## config.mk

```make
export PLATFORM = sky130hd
export DESIGN_NAME = imem_boot_loader
export DESIGN_NICKNAME = d
export VERILOG_FILES = /design/src/rtl/boot_pkg.sv /design/src/rtl/imem_boot_loader_word_assembler.sv /design/src/rtl/imem_boot_loader.sv
export SDC_FILE = /design/constraint.sdc
export NUM_CORES = 1
export LEC_CHECK = 0
export BUFFER_PORTS_ARGS = -buffer_cell sky130_fd_sc_hd__buf_2
export CELL_PAD_IN_SITES_DETAIL_PLACEMENT = 1
export CELL_PAD_IN_SITES_GLOBAL_PLACEMENT = 2
export CORE_MARGIN = 2
export CORE_UTILIZATION = 34
export CTS_BUF_LIST = sky130_fd_sc_hd__clkbuf_8 sky130_fd_sc_hd__clkbuf_16
export CTS_CLUSTER_DIAMETER = 100
export DETAILED_ROUTE_END_ITERATION = 16
export PLACE_DENSITY_LB_ADDON = 0.1
export SLEW_MARGIN = 20
export SYNTH_ARGS = -nofsm -noshare
export SYNTH_HDL_FRONTEND = slang
export SYNTH_SLANG_ARGS = --single-unit
```

## constraint.sdc

```tcl
create_clock -name clk -period 3.44 [get_ports clk]
set_clock_uncertainty 0.2 [all_clocks]
set_input_delay 0.516 -clock clk [delete_from_list [all_inputs] [get_ports clk]]
set_output_delay 0.516 -clock clk [all_outputs]
set_load 0.05 [all_outputs]
```

## src/rtl/boot_pkg.sv

```systemverilog
// -----------------------------------------------------------------------------
// boot_pkg
// Shared definitions for the instruction-memory boot loader.
//   state_t        : loader FSM state encoding (HDR0=0 ... ERR=5)
//   CHK_INIT       : checksum accumulator start value
//   BYTES_PER_WORD : stream bytes per instruction word
// -----------------------------------------------------------------------------
package boot_pkg;

   typedef enum logic [2:0] {
      HDR0 = 3'd0,
      HDR1 = 3'd1,
      DATA = 3'd2,
      CHK  = 3'd3,
      RUN  = 3'd4,
      ERR  = 3'd5
   } state_t;

   localparam logic [7:0] CHK_INIT       = 8'h00;
   localparam int         BYTES_PER_WORD = 4;

endpackage

```

## src/rtl/imem_boot_loader_word_assembler.sv

```systemverilog
// -----------------------------------------------------------------------------
// word_assembler
// Packs accepted stream bytes into little-endian 32-bit words.
//   clk, rst      : clock, synchronous active-high reset (discards lane buffer)
//   i_en          : a payload byte is accepted this cycle
//   i_byte        : the payload byte
//   o_last        : the byte accepted now (if any) completes a word (lane 3)
//   o_word_valid  : one-cycle pulse, the cycle after the lane-3 byte
//   o_word        : completed word, valid while o_word_valid is high
// -----------------------------------------------------------------------------
module word_assembler
   import boot_pkg::*;
(
   input  logic        clk,
   input  logic        rst,
   input  logic        i_en,
   input  logic [7:0]  i_byte,
   output logic        o_last,
   output logic        o_word_valid,
   output logic [31:0] o_word
);

   localparam int LANE_W = $clog2(BYTES_PER_WORD);

   logic [LANE_W-1:0] r_lane;
   logic [2:0][7:0]   r_buf;     // lanes 0..2; lane 3 goes straight to r_word
   logic [31:0]       r_word;
   logic              r_valid;

   assign o_last = (r_lane == LANE_W'(BYTES_PER_WORD - 1));

   // The completed word is snapshotted into r_word so the next word's lane 0
   // may be accepted in the same cycle the previous word is being written.
   always_ff @(posedge clk) begin
      if (rst) begin
         r_lane  <= '0;
         r_buf   <= '0;
         r_word  <= '0;
         r_valid <= 1'b0;
      end else begin
         r_valid <= 1'b0;
         if (i_en) begin
            r_lane <= r_lane + 1'b1;
            if (o_last) begin
               r_word  <= {i_byte, r_buf[2], r_buf[1], r_buf[0]};
               r_valid <= 1'b1;
            end else begin
               r_buf[r_lane] <= i_byte;
            end
         end
      end
   end

   assign o_word_valid = r_valid;
   assign o_word       = r_word;

endmodule

```

## src/rtl/imem_boot_loader.sv

```systemverilog
// -----------------------------------------------------------------------------
// imem_boot_loader
// Loads a framed byte stream (N_lo, N_hi, 4N payload bytes, XOR checksum) into
// instruction memory from byte address 0 and releases the core after a good
// frame.
//   clk, rst        : clock, synchronous active-high reset
//   in_valid/ready  : byte stream handshake, in_data is the byte
//   imem_we/addr/wdata : instruction memory write port, one strobe per word
//   core_rst        : core reset, active low (1 = core running)
//   done            : frame verified, core released
//   error           : frame rejected (sticky until rst)
//   words_loaded    : words written so far
// -----------------------------------------------------------------------------
module imem_boot_loader
   import boot_pkg::*;
#(
   parameter int MAX_WORDS = 1024,
   parameter int CNT_W     = 16
) (
   input  logic             clk,
   input  logic             rst,
   input  logic             in_valid,
   output logic             in_ready,
   input  logic [7:0]       in_data,
   output logic             imem_we,
   output logic [31:0]      imem_addr,
   output logic [31:0]      imem_wdata,
   output logic             core_rst,
   output logic             done,
   output logic             error,
   output logic [CNT_W-1:0] words_loaded
);

   state_t           r_state, w_next;
   logic [7:0]       r_n_lo;
   logic [15:0]      r_n;
   logic [7:0]       r_chk;
   logic [CNT_W-1:0] r_words;
   logic             r_done, r_error, r_core_rst;

   logic             w_xfer;
   logic [15:0]      w_n_hdr;
   logic             w_last;
   logic             w_word_valid;
   logic [31:0]      w_word;

   assign in_ready = (r_state == HDR0) || (r_state == HDR1) ||
                     (r_state == DATA) || (r_state == CHK);
   assign w_xfer   = in_valid & in_ready;
   assign w_n_hdr  = {in_data, r_n_lo};

   word_assembler u_asm (
      .clk          (clk),
      .rst          (rst),
      .i_en         (w_xfer && (r_state == DATA)),
      .i_byte       (in_data),
      .o_last       (w_last),
      .o_word_valid (w_word_valid),
      .o_word       (w_word)
   );

   always_ff @(posedge clk) begin
      if (rst) r_state <= HDR0;
      else     r_state <= w_next;
   end

   always_comb begin
      w_next = r_state;
      case (r_state)
         HDR0: if (w_xfer) w_next = HDR1;
         HDR1: if (w_xfer) begin
            if (int'(w_n_hdr) > MAX_WORDS) w_next = ERR;
            else if (w_n_hdr == 16'd0)     w_next = CHK;
            else                           w_next = DATA;
         end
         // The previous word's counter increment lands at least three cycles
         // before the next lane-3 byte, so r_words is current here.
         DATA: if (w_xfer && w_last && ((r_words + 1'b1) == CNT_W'(r_n)))
            w_next = CHK;
         CHK:  if (w_xfer) w_next = (in_data == r_chk) ? RUN : ERR;
         default: w_next = r_state;
      endcase
   end

   always_ff @(posedge clk) begin
      if (rst) begin
         r_n_lo     <= '0;
         r_n        <= '0;
         r_chk      <= CHK_INIT;
         r_words    <= '0;
         r_done     <= 1'b0;
         r_error    <= 1'b0;
         r_core_rst <= 1'b0;
      end else begin
         if (r_state == HDR0 && w_xfer) r_n_lo <= in_data;
         if (r_state == HDR1 && w_xfer) r_n    <= w_n_hdr;
         if (r_state == DATA && w_xfer) r_chk  <= r_chk ^ in_data;
         if (w_word_valid)              r_words <= r_words + 1'b1;
         if (w_next == RUN && r_state != RUN) begin
            r_done     <= 1'b1;
            r_core_rst <= 1'b1;
         end
         if (w_next == ERR && r_state != ERR) r_error <= 1'b1;
      end
   end

   // Address uses the pre-increment count: r_words advances at the end of
   // the same cycle the strobe is high.
   assign imem_we      = w_word_valid;
   assign imem_wdata   = w_word;
   assign imem_addr    = 32'(r_words) << 2;
   assign words_loaded = r_words;
   assign done         = r_done;
   assign error        = r_error;
   assign core_rst     = r_core_rst;

endmodule

```

Word level (Yosys, flattened, before mapping)
Index checks and enable logic that the tools add are counted.
{"block": "word_totals", "register_bits": 112, "inputBits": 11, "output_inout_bits": 85, "wordCells": 60}
{"block": "classes", "add_sub_neg": 2, "order_cmp": 3, "eq_ne": 10, "muxes": 12, "bitwise_logic": 4, "reduce_logical": 16}
{"cell": "$bwmux 24", "n": 1}
{"cell": "$add 16x1->16 const B", "n": 1}
{"cell": "$demux 8 s2", "n": 1}
{"cell": "$eq 16x16->1", "n": 1}
{"cell": "$gt 16x11->1 const B", "n": 1}
{"cell": "$logic_not 16->1", "n": 1}
{"cell": "$mux 3", "n": 5}
{"cell": "$pmux 3 s4", "n": 1}
{"cell": "$eq 8x8->1", "n": 1}
{"cell": "$logic_and 1x1->1", "n": 8}
{"cell": "$mux 8", "n": 1}
{"cell": "$xor 8x8->8", "n": 1}
{"cell": "$eq 3x2->1 const B", "n": 2}
{"cell": "$eq 3x3->1 const B", "n": 2}
{"cell": "$ne 3x3->1 const B", "n": 2}
{"cell": "$reduce_and 2->1", "n": 2}
{"cell": "$eq 3x1->1 const B", "n": 1}
{"cell": "$logic_not 3->1", "n": 1}
{"cell": "$logic_or 1x1->1", "n": 3}
{"cell": "$lt 2x3->1 const B", "n": 1}
{"cell": "$mux 1", "n": 3}
{"cell": "$add 2x1->2 const B", "n": 1}
{"cell": "$eq 2x2->1 const B", "n": 1}
{"cell": "$ge 2x1->1 const B", "n": 1}
{"cell": "other kinds (3)", "n": 4}

Longest topological paths before layout
Gate-level depths: netlist of the first run.
{"block": "depth", "ltp_word": 11, "ltp_mapped": 8}

Modules after synthesis
Synthesis of the first run repeated with hierarchy kept, for this count alone.
{"block": "unflattened", "hier_cells": 628, "hier_area_um2": 5629.1}
{"module": "imem_boot_loader", "instances": 1, "cells_each": 377, "area_each_um2": 3009.1}
{"module": "word_assembler", "instances": 1, "cells_each": 251, "area_each_um2": 2620.0}

Worst setup path after synthesis of the first run
No wires, ideal clock.
{"block": "synth_timing", "kind": "reg-to-reg", "start": "register r_words[0], in the netlist words_loaded[0]", "end": "register r_state[0]", "setup_time_ns": 0.086, "arrival_time_ns": 2.207, "required_ns": 3.154, "path_slack_ns": 0.947, "path_stages_with_launch": 8, "n_path_buf": 0, "cell_sequence": "dfxtp_1 ha_1 and2_1 and2_1 a31oi_1 a2111oi_2 o2111ai_1 a221oi_2"}
{"block": "synth_between", "elab_chain_len": 5}
{"item": "start: declaration", "line_no": "imem_boot_loader.sv:38", "rtl": "logic [CNT_W-1:0] r_words;"}
{"item": "start signal: assignment", "line_no": "imem_boot_loader.sv:98", "rtl": "if (w_word_valid) r_words <= r_words + 1'b1;"}
{"item": "$add 16x1->16", "line_no": "imem_boot_loader.sv:78", "rtl": "DATA: if (w_xfer && w_last && ((r_words + 1'b1) == CNT_W'(r_n)))"}
{"item": "$eq 16x16->1", "line_no": "imem_boot_loader.sv:78"}
{"item": "$logic_and 1x1->1", "line_no": "imem_boot_loader.sv:78"}
{"item": "$mux 3", "line_no": "imem_boot_loader.sv:78"}
{"item": "$pmux 3 s4", "line_no": "imem_boot_loader.sv:69", "rtl": "case (r_state)"}
{"item": "end signal: assignment", "line_no": "imem_boot_loader.sv:64", "rtl": "else r_state <= w_next;"}
{"item": "end: declaration", "line_no": "imem_boot_loader.sv:34", "rtl": "state_t r_state, w_next;"}
Every way passes these cells.
A chain may end at the register's enable or synchronous reset.

Final worst setup path of the first run
Ends and elaborated chain as after synthesis.

==> impl_metrics.py, run 1 <==
metrics = {
    "power_and_ir_drop": {
        "powerDensity_nw_per_um2": 445.8,
        "p_clk_frac": 0.412,
        "p_sw_frac": 0.2578,
        "p_leak_nw": 2.225,
        "ir_drop_uv": 239.8,
        "pwr-share-comb": 0.066,
        "power.switching_mw": 0.6553,
        "seq_power_share": 0.522,
        "internal_power_mw": 1.887,
    },
    "timing": {
        "finalSetupViolCount": 0,
        "hold_viol_final": 0,
        "fin_crit_sh": 0.7189,
        "fin_crit_ns": 2.473,
        "fmax_mhz": 404.4,
        "tightest_slew_ns": 0.6275,
        "relSlewSlack": 0.5807,
        "maxSlewViolCount": 0,
        "rsz0062_at_grt": "no",
        "fin_setup_tns_ns": 0,
    },
    "floorplan": {
        "die_h_um": 126.4,
        "pin_count": 96,
        "die_area_um2": 15980,
        "core.rowCount": 44,
        "fp.coreArea_um2": 14590,
        "initial_core_util": 0.3493,
        "die_w_um": 126.4,
    },
    "detailed_routing": {
        "via_per_inst": 5.039,
        "drc": 0,
        "wl_met2_um": 6308,
        "final_antenna_net_count": 0,
        "vias": 4404,
        "drtIter0Drc": 217,
        "firstDrtPassIters": 6,
        "wl_met3_um": 632,
        "routed_wl_um": 14040,
        "highest_layer": "met4",
        "routedWlPerCell_um": 16.06,
        "wl_met1_um": 6886,
    },
    "global_route": {
        "grt-ovfl-total": 0,
        "grt_max_degree": 56,
        "antenna_found_initial": 0,
        "grt_pass1_vias": 4361,
        "grt_pass1_wl_um": 23050,
        "grt_usage": 0.1791,
    },
    "clock_network": {
        "cts_hold_buf": 0,
        "clock_tree.buffer_depth": 2,
        "cts_max_level": 3,
        "clkTransAtPathRegs_ns": 0.08,
        "cts_tree": "yes",
        "clock_sinks": 112,
        "numCtsBuffers": 9,
        "cts_root_buf": "clkbuf_16",
        "post_cts_buffers": 0,
        "clock_latency_ns": 0.36,
        "cts_resized": 0,
    },
    "synth": {
        "synth_top_flop_cell": "dfxtp_1",
        "ys_ff_latch": 112,
        "syn_area_per_cell_um2": 7.864,
        "synth_cell_types": 46,
        "ys_warn_count": 0,
        "seq_area_frac_synth": 0.4400,
        "syn_area_um2": 5096,
        "syn_inst": 648,
        "synth-edff-count": 0,
        "synth-async-reset-ratio": 0,
    },
    "hold_path": {
        "whs_path_depth": 2,
        "hold_path_startpoint": "u_asm.r_buf[10]$_SDFFE_PP0P_",
        "hold_path_end": "u_asm.o_word[10]$_SDFFE_PP0P_",
        "hp-class": "flop to flop",
    },
    "placed_design": {
        "gp_congestion": 0.8083,
        "placed_cell_area_um2": 5410,
        "io_buffers": 79,
        "dp_hpwl_um": 9601,
    },
    "flow_run": {
        "cap_violations": 0,
    },
    "outcome": {
        "status": "finished clean",
    },
    "layout": {
        "nNetsFinal": 701,
        "postLayoutCellArea_um2": 5703,
        "final_cell_mix": "nand2_1, dfxtp_1, a21oi_1",
        "syn2layout_area_growth_pct": 11.91,
        "final_common_cell": "nand2_1",
        "antennaDiodeCount": 0,
        "drive_gt1_frac": 0.1594,
    },
    "worst_setup_path": {
        "worstSetupStartpointType": "flop",
        "cp.required_ns": 3.51,
        "reg2reg_from": "words_loaded[0]$_SDFFE_PP0P_",
        "reg2reg_to": "r_state[0]$_SDFF_PP0_",
        "crit_path_max_fanout": 8,
        "reg2regPathDepth": 7,
        "critPathLaunch": "words_loaded[0]$_SDFFE_PP0P_",
        "critPathCaptureType": "flop",
        "arrival_ns": 2.55,
        "crit_type": "flop to flop",
        "worst-r2r-setup-slack_ns": 0.97,
    },
}
## area by class of cell
class / instances / area [um^2]
timing repair buffer: 89 / 473.0
tap: 184 / 230.2
fill: 1800 / 8886
clock inverter: 5 / 40.04
sequential: 112 / 2242
inverter: 6 / 22.52
multi-input combinational: 467 / 2442
clock buffer: 11 / 252.7
## worst max-delay path, cell delays in order, from the launching register on
cell	delay [ns]
dfxtp_1	0.49
ha_1	0.36
and2_1	0.28
and2_1	0.21
a31oi_1	0.11
a2111oi_2	0.28
o2111ai_1	0.20
a221oi_2	0.26
## cells in the mapped netlist, types with 2 or more instances
library cell	number	area (um^2)
o21ai_0	6	30.03
buf_2	8	40.04
nand3_1	35	175.2
nor2b_1	3	18.77
and3_1	3	18.77
nor3_1	6	30.03
xnor2_1	16	140.1
ha_1	5	62.56
a21oi_1	87	435.4
nor2_1	43	161.4
mux2_1	2	22.52
and4_1	3	26.28
o2111ai_1	2	17.52
nor4_1	6	37.54
or4_1	2	15.01
and2_1	3	18.77
xor2_1	31	271.5
dfxtp_1	112	2242
a211oi_1	3	22.52
a31oi_1	4	25.02
nand2_1	161	604.3
clkbuf_1	32	120.1
inv_1	6	22.52
buf_4	34	255.2
buf_6	2	22.52
or3_1	6	37.54
nand4_1	7	43.79
buf_1	2	7.510
## cell families (layout without fill, tap and decap cells)
family | Yosys count | in the layout | share of synthesized area
adder cells (fa/ha/maj) | 5 | 5 | 0.01228
buffers and inverters | 84 | 111 | 0.09182
other | 1 | 16 | 0.0007359
AND/OR/NAND/NOR | 285 | 285 | 0.2465
AO/OA/AOI/OAI | 111 | 111 | 0.1215
XOR/XNOR | 47 | 47 | 0.08077
multiplexers | 3 | 3 | 0.006383
flip-flops | 112 | 112 | 0.4400
## stage by stage
step	cells	utilization	hold WS (ns)	power (mW)	worst slack, ns
after CTS	874	0.3909	0.2562	2.572	0.9746
after detailed placement	858	0.3708	0.2453	1.526	0.8952
after floorplan	663	-	0.2322	1.493	0.9467
after global placement	858	0.3708	0.2402	1.524	0.8578
final	874	0.3909	0.2530	2.542	0.9670
after global routing	874	0.3909	0.2676	2.639	0.7323
## flip-flops by register name, indices dropped and copies added, names as in the netlist
| name | cells |
|---|---|
| u_asm.o_word | 32 |
| u_asm.r_buf | 24 |
| r_n | 16 |
| words_loaded | 16 |
| r_chk | 8 |
| r_n_lo | 8 |
| r_state | 3 |
| u_asm.r_lane | 2 |
| core_rst | 1 |
| error | 1 |
| u_asm.o_word_valid | 1 |
## worst max path at each step
stage                                  endpoint  slack (ns)  cells after the start
after floorplan           r_state[0]$_SDFF_PP0_        0.95                      7
after global placement       error$_SDFFE_PP0P_        0.86                      7
after detailed placement     error$_SDFFE_PP0P_        0.90                      7
after CTS                 r_state[0]$_SDFF_PP0_        0.97                      6
after global routing      r_state[0]$_SDFF_PP0_        0.73                      7
final                     r_state[0]$_SDFF_PP0_        0.97                      7
## power groups by stage
stage | registers (mW) | logic [mW] | clock network, mW
after global routing | 1.33 | 0.184 | 1.13
after floorplan | 1.35 | 0.140 | 0
after CTS | 1.33 | 0.170 | 1.08
final | 1.33 | 0.168 | 1.05
after detailed placement | 1.36 | 0.169 | 0
after global placement | 1.36 | 0.168 | 0
## routing by layer
| layer | GRT usage | up-vias |
|---|---|---|
| met5 | 0 | - |
| met4 | 0.05882 | 0 |
| met3 | 0.02531 | 16 |
| met2 | 0.2900 | 99 |
| met1 | 0.2461 | 2116 |
| li1 | - | 2173 |
No activity file was read; power rests on OpenSTA's default activity.
==> run 2: changes to the inputs <==
--- a/config.mk
+++ b/config.mk
@@ -9,7 +9,7 @@
 export CELL_PAD_IN_SITES_DETAIL_PLACEMENT = 1
 export CELL_PAD_IN_SITES_GLOBAL_PLACEMENT = 2
 export CORE_MARGIN = 2
-export CORE_UTILIZATION = 34
+export CORE_UTILIZATION = 29
 export CTS_BUF_LIST = sky130_fd_sc_hd__clkbuf_8 sky130_fd_sc_hd__clkbuf_16
 export CTS_CLUSTER_DIAMETER = 100
 export DETAILED_ROUTE_END_ITERATION = 16
==> constraint.sdc (replaced) <==
create_clock -name clk -period 2 [get_ports clk]
set_clock_uncertainty 0.2 [all_clocks]
set_input_delay 0.3 -clock clk [delete_from_list [all_inputs] [get_ports clk]]
set_output_delay 0.3 -clock clk [all_outputs]
set_load 0.05 [all_outputs]
==> run 2 against run 1 <==
  * The run now ends with setup timing left
  * Total power is 78% higher
  * First-iteration DRC count is 36% lower
  * Register-to-register slack worse by 1.1 ns
  * Clock-buffer cell count is 2 lower
  * Critical path type unchanged
  * Largest cell class unchanged
==> impl_metrics.py, run 2 (synthesis results as in run 1) <==
metrics = {
    "outcome": {
        "status": "finished, violations left",
        "violations": "setup timing",
    },
    "detailed_routing": {
        "vias": 4614,
        "drc": 0,
        "final_antenna_net_count": 0,
        "via_per_inst": 4.708,
        "routedWlPerCell_um": 16.20,
        "routed_wl_um": 15870,
        "drtIter0Drc": 138,
        "firstDrtPassIters": 4,
    },
    "timing": {
        "rsz0062_at_grt": "yes",
        "finalSetupViolCount": 1,
        "hold_viol_final": 0,
        "timing.hold.ws_ns": 0.03129,
        "fin_crit_ns": 2.126,
        "fin_crit_sh": 1.063,
        "fmax_mhz": 470.4,
        "maxSlewViolCount": 0,
        "fin_ws_ns": -0.1258,
    },
    "layout": {
        "fillers": 2125,
        "final_common_cell": "nand2_1",
        "antennaDiodeCount": 0,
        "utilization": 0.3797,
        "nNetsFinal": 766,
        "postLayoutCellArea_um2": 6545,
        "largest_reg_flops": 32,
        "final_cell_mix": "nand2_1, dfxtp_1, a21oi_1",
        "drive_gt1_frac": 0.2954,
        "syn2layout_area_growth_pct": 28.43,
    },
    "global_route": {
        "grt_max_degree": 37,
        "grt-ovfl-total": 0,
        "antenna_found_initial": 0,
        "grt_usage": 0.1724,
        "grt_pass1_wl_um": 24640,
        "grt_pass1_vias": 4599,
    },
    "clock_network": {
        "numCtsBuffers": 9,
        "clock_sinks": 112,
        "clock_tree.buffer_depth": 2,
        "cts_tree": "yes",
        "clock_latency_ns": 0.36,
        "cts_root_buf": "clkbuf_16",
        "clkTransAtPathRegs_ns": 0.08,
        "cts_max_level": 3,
    },
    "power_and_ir_drop": {
        "powerDensity_nw_per_um2": 691.4,
        "ir_drop_uv": 431.3,
        "p_leak_nw": 2.628,
        "total_power_mw": 4.525,
    },
    "worst_setup_path": {
        "arrival_ns": 2.20,
        "worstSetupStartpointType": "flop",
        "cp.required_ns": 2.08,
        "critPathCaptureType": "flop",
        "crit_path_max_fanout": 4,
        "crit_type": "flop to flop",
    },
    "floorplan": {
        "die_h_um": 136.6,
        "die_area_um2": 18650,
        "initial_core_util": 0.2957,
        "fp.coreArea_um2": 17240,
        "pin_count": 96,
        "core.rowCount": 48,
        "die_w_um": 136.6,
    },
    "placed_design": {
        "dp_slack_ns": -0.3189,
        "io_buffers": 79,
        "dp_hpwl_um": 11400,
        "placed_cell_area_um2": 6006,
        "gp_congestion": 0.8518,
    },
    "hold_path": {
        "hp-class": "input pin to flop",
    },
    "flow_run": {
        "cap_violations": 0,
    },
}
-- run 2: cell types whose count changed in the layout (fill, tap and decap cells not counted), moves of 3 or more --
cell | previous run | this run
nor3_2 | 0 | 3
buf_6 | 0 | 6
nand2_1 | 161 | 157
nor4_1 | 6 | 2
dfxtp_2 | 0 | 7
dfxtp_1 | 112 | 96
dfxtp_4 | 0 | 9
nor3_1 | 6 | 3
buf_12 | 0 | 3
nand2_2 | 0 | 4
buf_4 | 11 | 67
-- run 2: layer usage --
metal	global-route usage	vias up	part of all wire
met1	0.2210	2208	0.47
li1	-	2303	-
met5	0	-	0
met3	0.02667	20	0.026
met4	0.06424	0	0.017
met2	0.2919	83	0.49
-- run 2: final timing paths --
kind                                       from                            end  slack, ns  cells after the start
setup / recovery   words_loaded[5]$_SDFFE_PP0P_          r_state[0]$_SDFF_PP0_      -0.13                      6
hold / removal                       in_data[5]         r_n_lo[5]$_SDFFE_PP0P_       0.03                      3
setup reg to reg   words_loaded[5]$_SDFFE_PP0P_          r_state[0]$_SDFF_PP0_      -0.13                      6
hold reg to reg   u_asm.o_word[20]$_SDFFE_PP0P_  u_asm.o_word[20]$_SDFFE_PP0P_       0.25                      2
-- run 2: what timing repair did --
action	in CTS	in global routing
hold buffers	0	0
endpoints found under the setup margin	25	30
resized for setup	13	35
buffers inserted	0	3
hold endpoints to repair	0	0
pin swaps	5	11
-- run 2: final cells by class --
cell class / count / area (um^2) / share of cell area
clock inverter: 7 / 77.57 / 0.01185
timing repair buffer: 154 / 1021 / 0.1560
tap: 225 / 281.5 / 0.04301
sequential: 112 / 2285 / 0.3491
inverter: 6 / 22.52 / 0.003441
multi-input combinational: 467 / 2633 / 0.4022
clock buffer: 9 / 225.2 / 0.03441
-- run 2: stage by stage --
stage / cells / TNS [ns]
after detailed placement: 961 / -1.629
after global placement: 961 / -0.9318
after CTS: 977 / -0.2987
final: 980 / -0.1258
after floorplan: 663 / -0.1680
after global routing: 980 / -0.3753
-- run 2: critical path, cell delays in order, from the launching register on --
cell       delay, ns
dfxtp_4         0.37
xor2_2          0.18
nand3_1         0.10
or3_4           0.35
a2111oi_4       0.39
o2111ai_2       0.20
a221oi_2        0.25
-- run 2: power breakdown --
group | switching [mW] | leakage (nW) | internal (mW)
clock | 0.913 | 0.149 | 0.991
sequential | 0.0227 | 0.915 | 2.24
combinational | 0.247 | 1.56 | 0.109
==> run 3: changes to the inputs <==
--- a/config.mk
+++ b/config.mk
@@ -9,12 +9,14 @@
 export CELL_PAD_IN_SITES_DETAIL_PLACEMENT = 1
 export CELL_PAD_IN_SITES_GLOBAL_PLACEMENT = 2
 export CORE_MARGIN = 2
-export CORE_UTILIZATION = 29
+export CORE_UTILIZATION = 31
 export CTS_BUF_LIST = sky130_fd_sc_hd__clkbuf_8 sky130_fd_sc_hd__clkbuf_16
 export CTS_CLUSTER_DIAMETER = 100
 export DETAILED_ROUTE_END_ITERATION = 16
 export PLACE_DENSITY_LB_ADDON = 0.1
+export SETUP_SLACK_MARGIN = 0.3
 export SLEW_MARGIN = 20
 export SYNTH_ARGS = -nofsm -noshare
 export SYNTH_HDL_FRONTEND = slang
+export SYNTH_HIERARCHICAL = 1
 export SYNTH_SLANG_ARGS = --single-unit
==> run 3 against run 2 <==
  * Global-route usage increased by 0.30 points
  * The run now ends clean
  * Area after synthesis increased by 10%
  * Sequential share of layout area decreased by 3.8 points
  * Final area increased by 12%
  * Synthesized cell count decreased by 3.1%
  * Non-clock buffer count increased by 2
  * Total power increased by 1.5%
==> impl_metrics.py, run 3 <==
metrics = {
    "outcome": {
        "status": "finished clean",
    },
    "power_and_ir_drop": {
        "p_leak_nw": 3.017,
        "pwr-share-comb": 0.087,
        "power.switching_mw": 1.222,
        "internal_power_mw": 3.373,
        "ir_drop_uv": 401.2,
        "p_sw_frac": 0.2660,
        "total_power_mw": 4.595,
        "powerDensity_nw_per_um2": 624.2,
        "p_clk_frac": 0.416,
        "seq_power_share": 0.496,
    },
    "detailed_routing": {
        "drtIter0Drc": 144,
        "final_antenna_net_count": 0,
        "via_per_inst": 4.840,
        "routedWlPerCell_um": 17.33,
        "vias": 4695,
        "routed_wl_um": 16810,
        "drc": 0,
        "firstDrtPassIters": 4,
    },
    "hold_path": {
        "hp-class": "input pin to flop",
        "whs_path_depth": 3,
    },
    "worst_setup_path": {
        "critPathCaptureType": "flop",
        "worst-r2r-setup-slack_ns": 0.03,
        "crit_type": "flop to flop",
        "crit_path_max_fanout": 3,
        "cp.required_ns": 2.03,
        "worstSetupStartpointType": "flop",
        "arrival_ns": 2.00,
        "reg2regPathDepth": 6,
    },
    "floorplan": {
        "die_h_um": 138.8,
        "fp.coreArea_um2": 17900,
        "pin_count": 96,
        "initial_core_util": 0.3144,
        "core.rowCount": 49,
        "die_area_um2": 19250,
        "die_w_um": 138.8,
    },
    "flow_run": {
        "cap_violations": 0,
    },
    "global_route": {
        "grt_max_degree": 96,
        "grt_pass1_vias": 4853,
        "grt-ovfl-total": 0,
        "grt_pass1_wl_um": 26970,
        "antenna_found_initial": 0,
        "grt_usage": 0.1754,
    },
    "timing": {
        "rsz0062_at_grt": "yes",
        "fin_crit_sh": 0.9836,
        "finalSetupViolCount": 0,
        "fmax_mhz": 508.4,
        "hold_viol_final": 0,
        "maxSlewViolCount": 0,
        "fin_crit_ns": 1.967,
    },
    "clock_network": {
        "numCtsBuffers": 9,
        "cts_max_level": 3,
        "clkTransAtPathRegs_ns": 0.08,
        "cts_root_buf": "clkbuf_16",
        "cts_tree": "yes",
        "clock_sinks": 112,
        "clock_tree.buffer_depth": 2,
        "clock_latency_ns": 0.36,
    },
    "layout": {
        "final_cell_mix": "dfxtp_1, nand2_1, buf_2",
        "layoutNonFillerInstCount": 970,
        "nNetsFinal": 752,
        "drive_gt1_frac": 0.3725,
        "postLayoutCellArea_um2": 7361,
        "syn2layout_area_growth_pct": 30.76,
        "largest_reg_flops": 32,
        "final_common_cell": "dfxtp_1",
        "antennaDiodeCount": 0,
    },
    "synth": {
        "seq_area_frac_synth": 0.3983,
        "syn_area_um2": 5629,
        "synth_top_family_by_area": "simple AND/OR/NAND/NOR gates",
        "synthTopCellsByCount": "dfxtp_1, nand2_1, a21oi_1, buf_4, nor2_1",
        "syn_area_per_cell_um2": 8.964,
        "ys_warn_count": 6,
        "synth-compound-area-share": 0.1538,
        "synth.top_cell.area_share": 0.3983,
        "synth_area_leaders": "dfxtp_1, buf_4, nand2_1",
        "synth-async-reset-ratio": 0,
        "synthAdderAreaFrac": 0.01111,
        "yosys.area_share.simple": 0.2138,
        "synthMuxAreaShare": 0.04823,
        "yosysMostFrequentCell": "dfxtp_1",
        "synth-edff-count": 0,
        "synth-xor-area-share": 0.08091,
        "yosysTopAreaCell": "dfxtp_1",
        "synth_cell_types": 57,
        "synth_top_flop_cell": "dfxtp_1",
        "ys_ff_latch": 112,
        "syn_inst": 628,
    },
    "placed_design": {
        "placed_cell_area_um2": 6431,
        "dp_cells": 937,
        "gp_congestion": 0.8278,
        "dp_hpwl_um": 11400,
        "io_buffers": 79,
    },
}
[run 3: through the flow]
step / TNS (ns) / hold slack (ns) / setup WS (ns) / util
2_1_floorplan: 0 / 0.2360 / 0.05567 / -
3_3_place_gp: -0.1520 / 0.2600 / -0.1159 / 0.3592
3_5_place_dp: -0.1548 / 0.2638 / -0.08291 / 0.3592
4_1_cts: -0.01520 / 0.04489 / -0.01520 / 0.3977
5_1_grt: -0.09229 / 0.04546 / -0.06373 / 0.4112
6_report: 0 / 0.04850 / 0.03288 / 0.4112
[run 3: cell families after synthesis]
logic type | count (synthesis)
xor+xnor | 52
compound gates | 118
fa+ha+maj | 5
flops | 112
buf+inv | 81
other cells | 1
mux | 27
simple gates | 232
[run 3: cell type report]
type / count / area [um^2]
fill: 2070 / 10540
multi-input combinational: 450 / 3213
sequential: 112 / 2288
timing repair buffer: 156 / 1244
tap: 229 / 286.5
clock buffer: 9 / 225.2
clock inverter: 7 / 77.57
inverter: 7 / 26.28
[run 3: worst paths after layout]
check                                      end                        start
setup / recovery            error$_SDFFE_PP0P_        r_chk[5]$_SDFFE_PP0P_
hold / removal            r_n[14]$_SDFFE_PP0P_                   in_data[6]
setup reg to reg            error$_SDFFE_PP0P_        r_chk[5]$_SDFFE_PP0P_
hold reg to reg   u_asm/o_word[0]$_SDFFE_PP0P_  u_asm/r_buf[0]$_SDFFE_PP0P_
[run 3: timing repair]
item / 4_1_cts / 5_1_grt
hold buffers: 0 / 0
cloned: 5 / 0
pin swaps: 13 / 16
setup buffers: 5 / 7
setup endpoints to repair: 81 / 86
gates resized for setup: 51 / 42
[run 3: power groups by stage]
| stage | clock network [mW] | logic, mW | registers [mW] |
|---|---|---|---|
| 2_1_floorplan | 0 | 0.262 | 2.32 |
| 4_1_cts | 1.99 | 0.386 | 2.28 |
| 5_1_grt | 2.07 | 0.436 | 2.29 |
| 3_3_place_gp | 0 | 0.371 | 2.33 |
| 3_5_place_dp | 0 | 0.371 | 2.33 |
| 6_report | 1.91 | 0.402 | 2.28 |
[run 3: layer usage]
layer | vias to the layer above | GRT usage | wire length (um)
met2 | 49 | 0.3119 | 8747
met1 | 2335 | 0.2235 | 7537
li1 | 2299 | - | -
met4 | 0 | 0.05104 | 208
met3 | 12 | 0.02210 | 318
met5 | - | 0 | 0
[run 3: critical path, stage by stage (launching register included)]
cell	delay (ns)
dfxtp_2	0.35
xor2_2	0.15
nor4_2	0.32
nand4_1	0.21
or3_1	0.36
a31oi_1	0.19
nor2_1	0.06
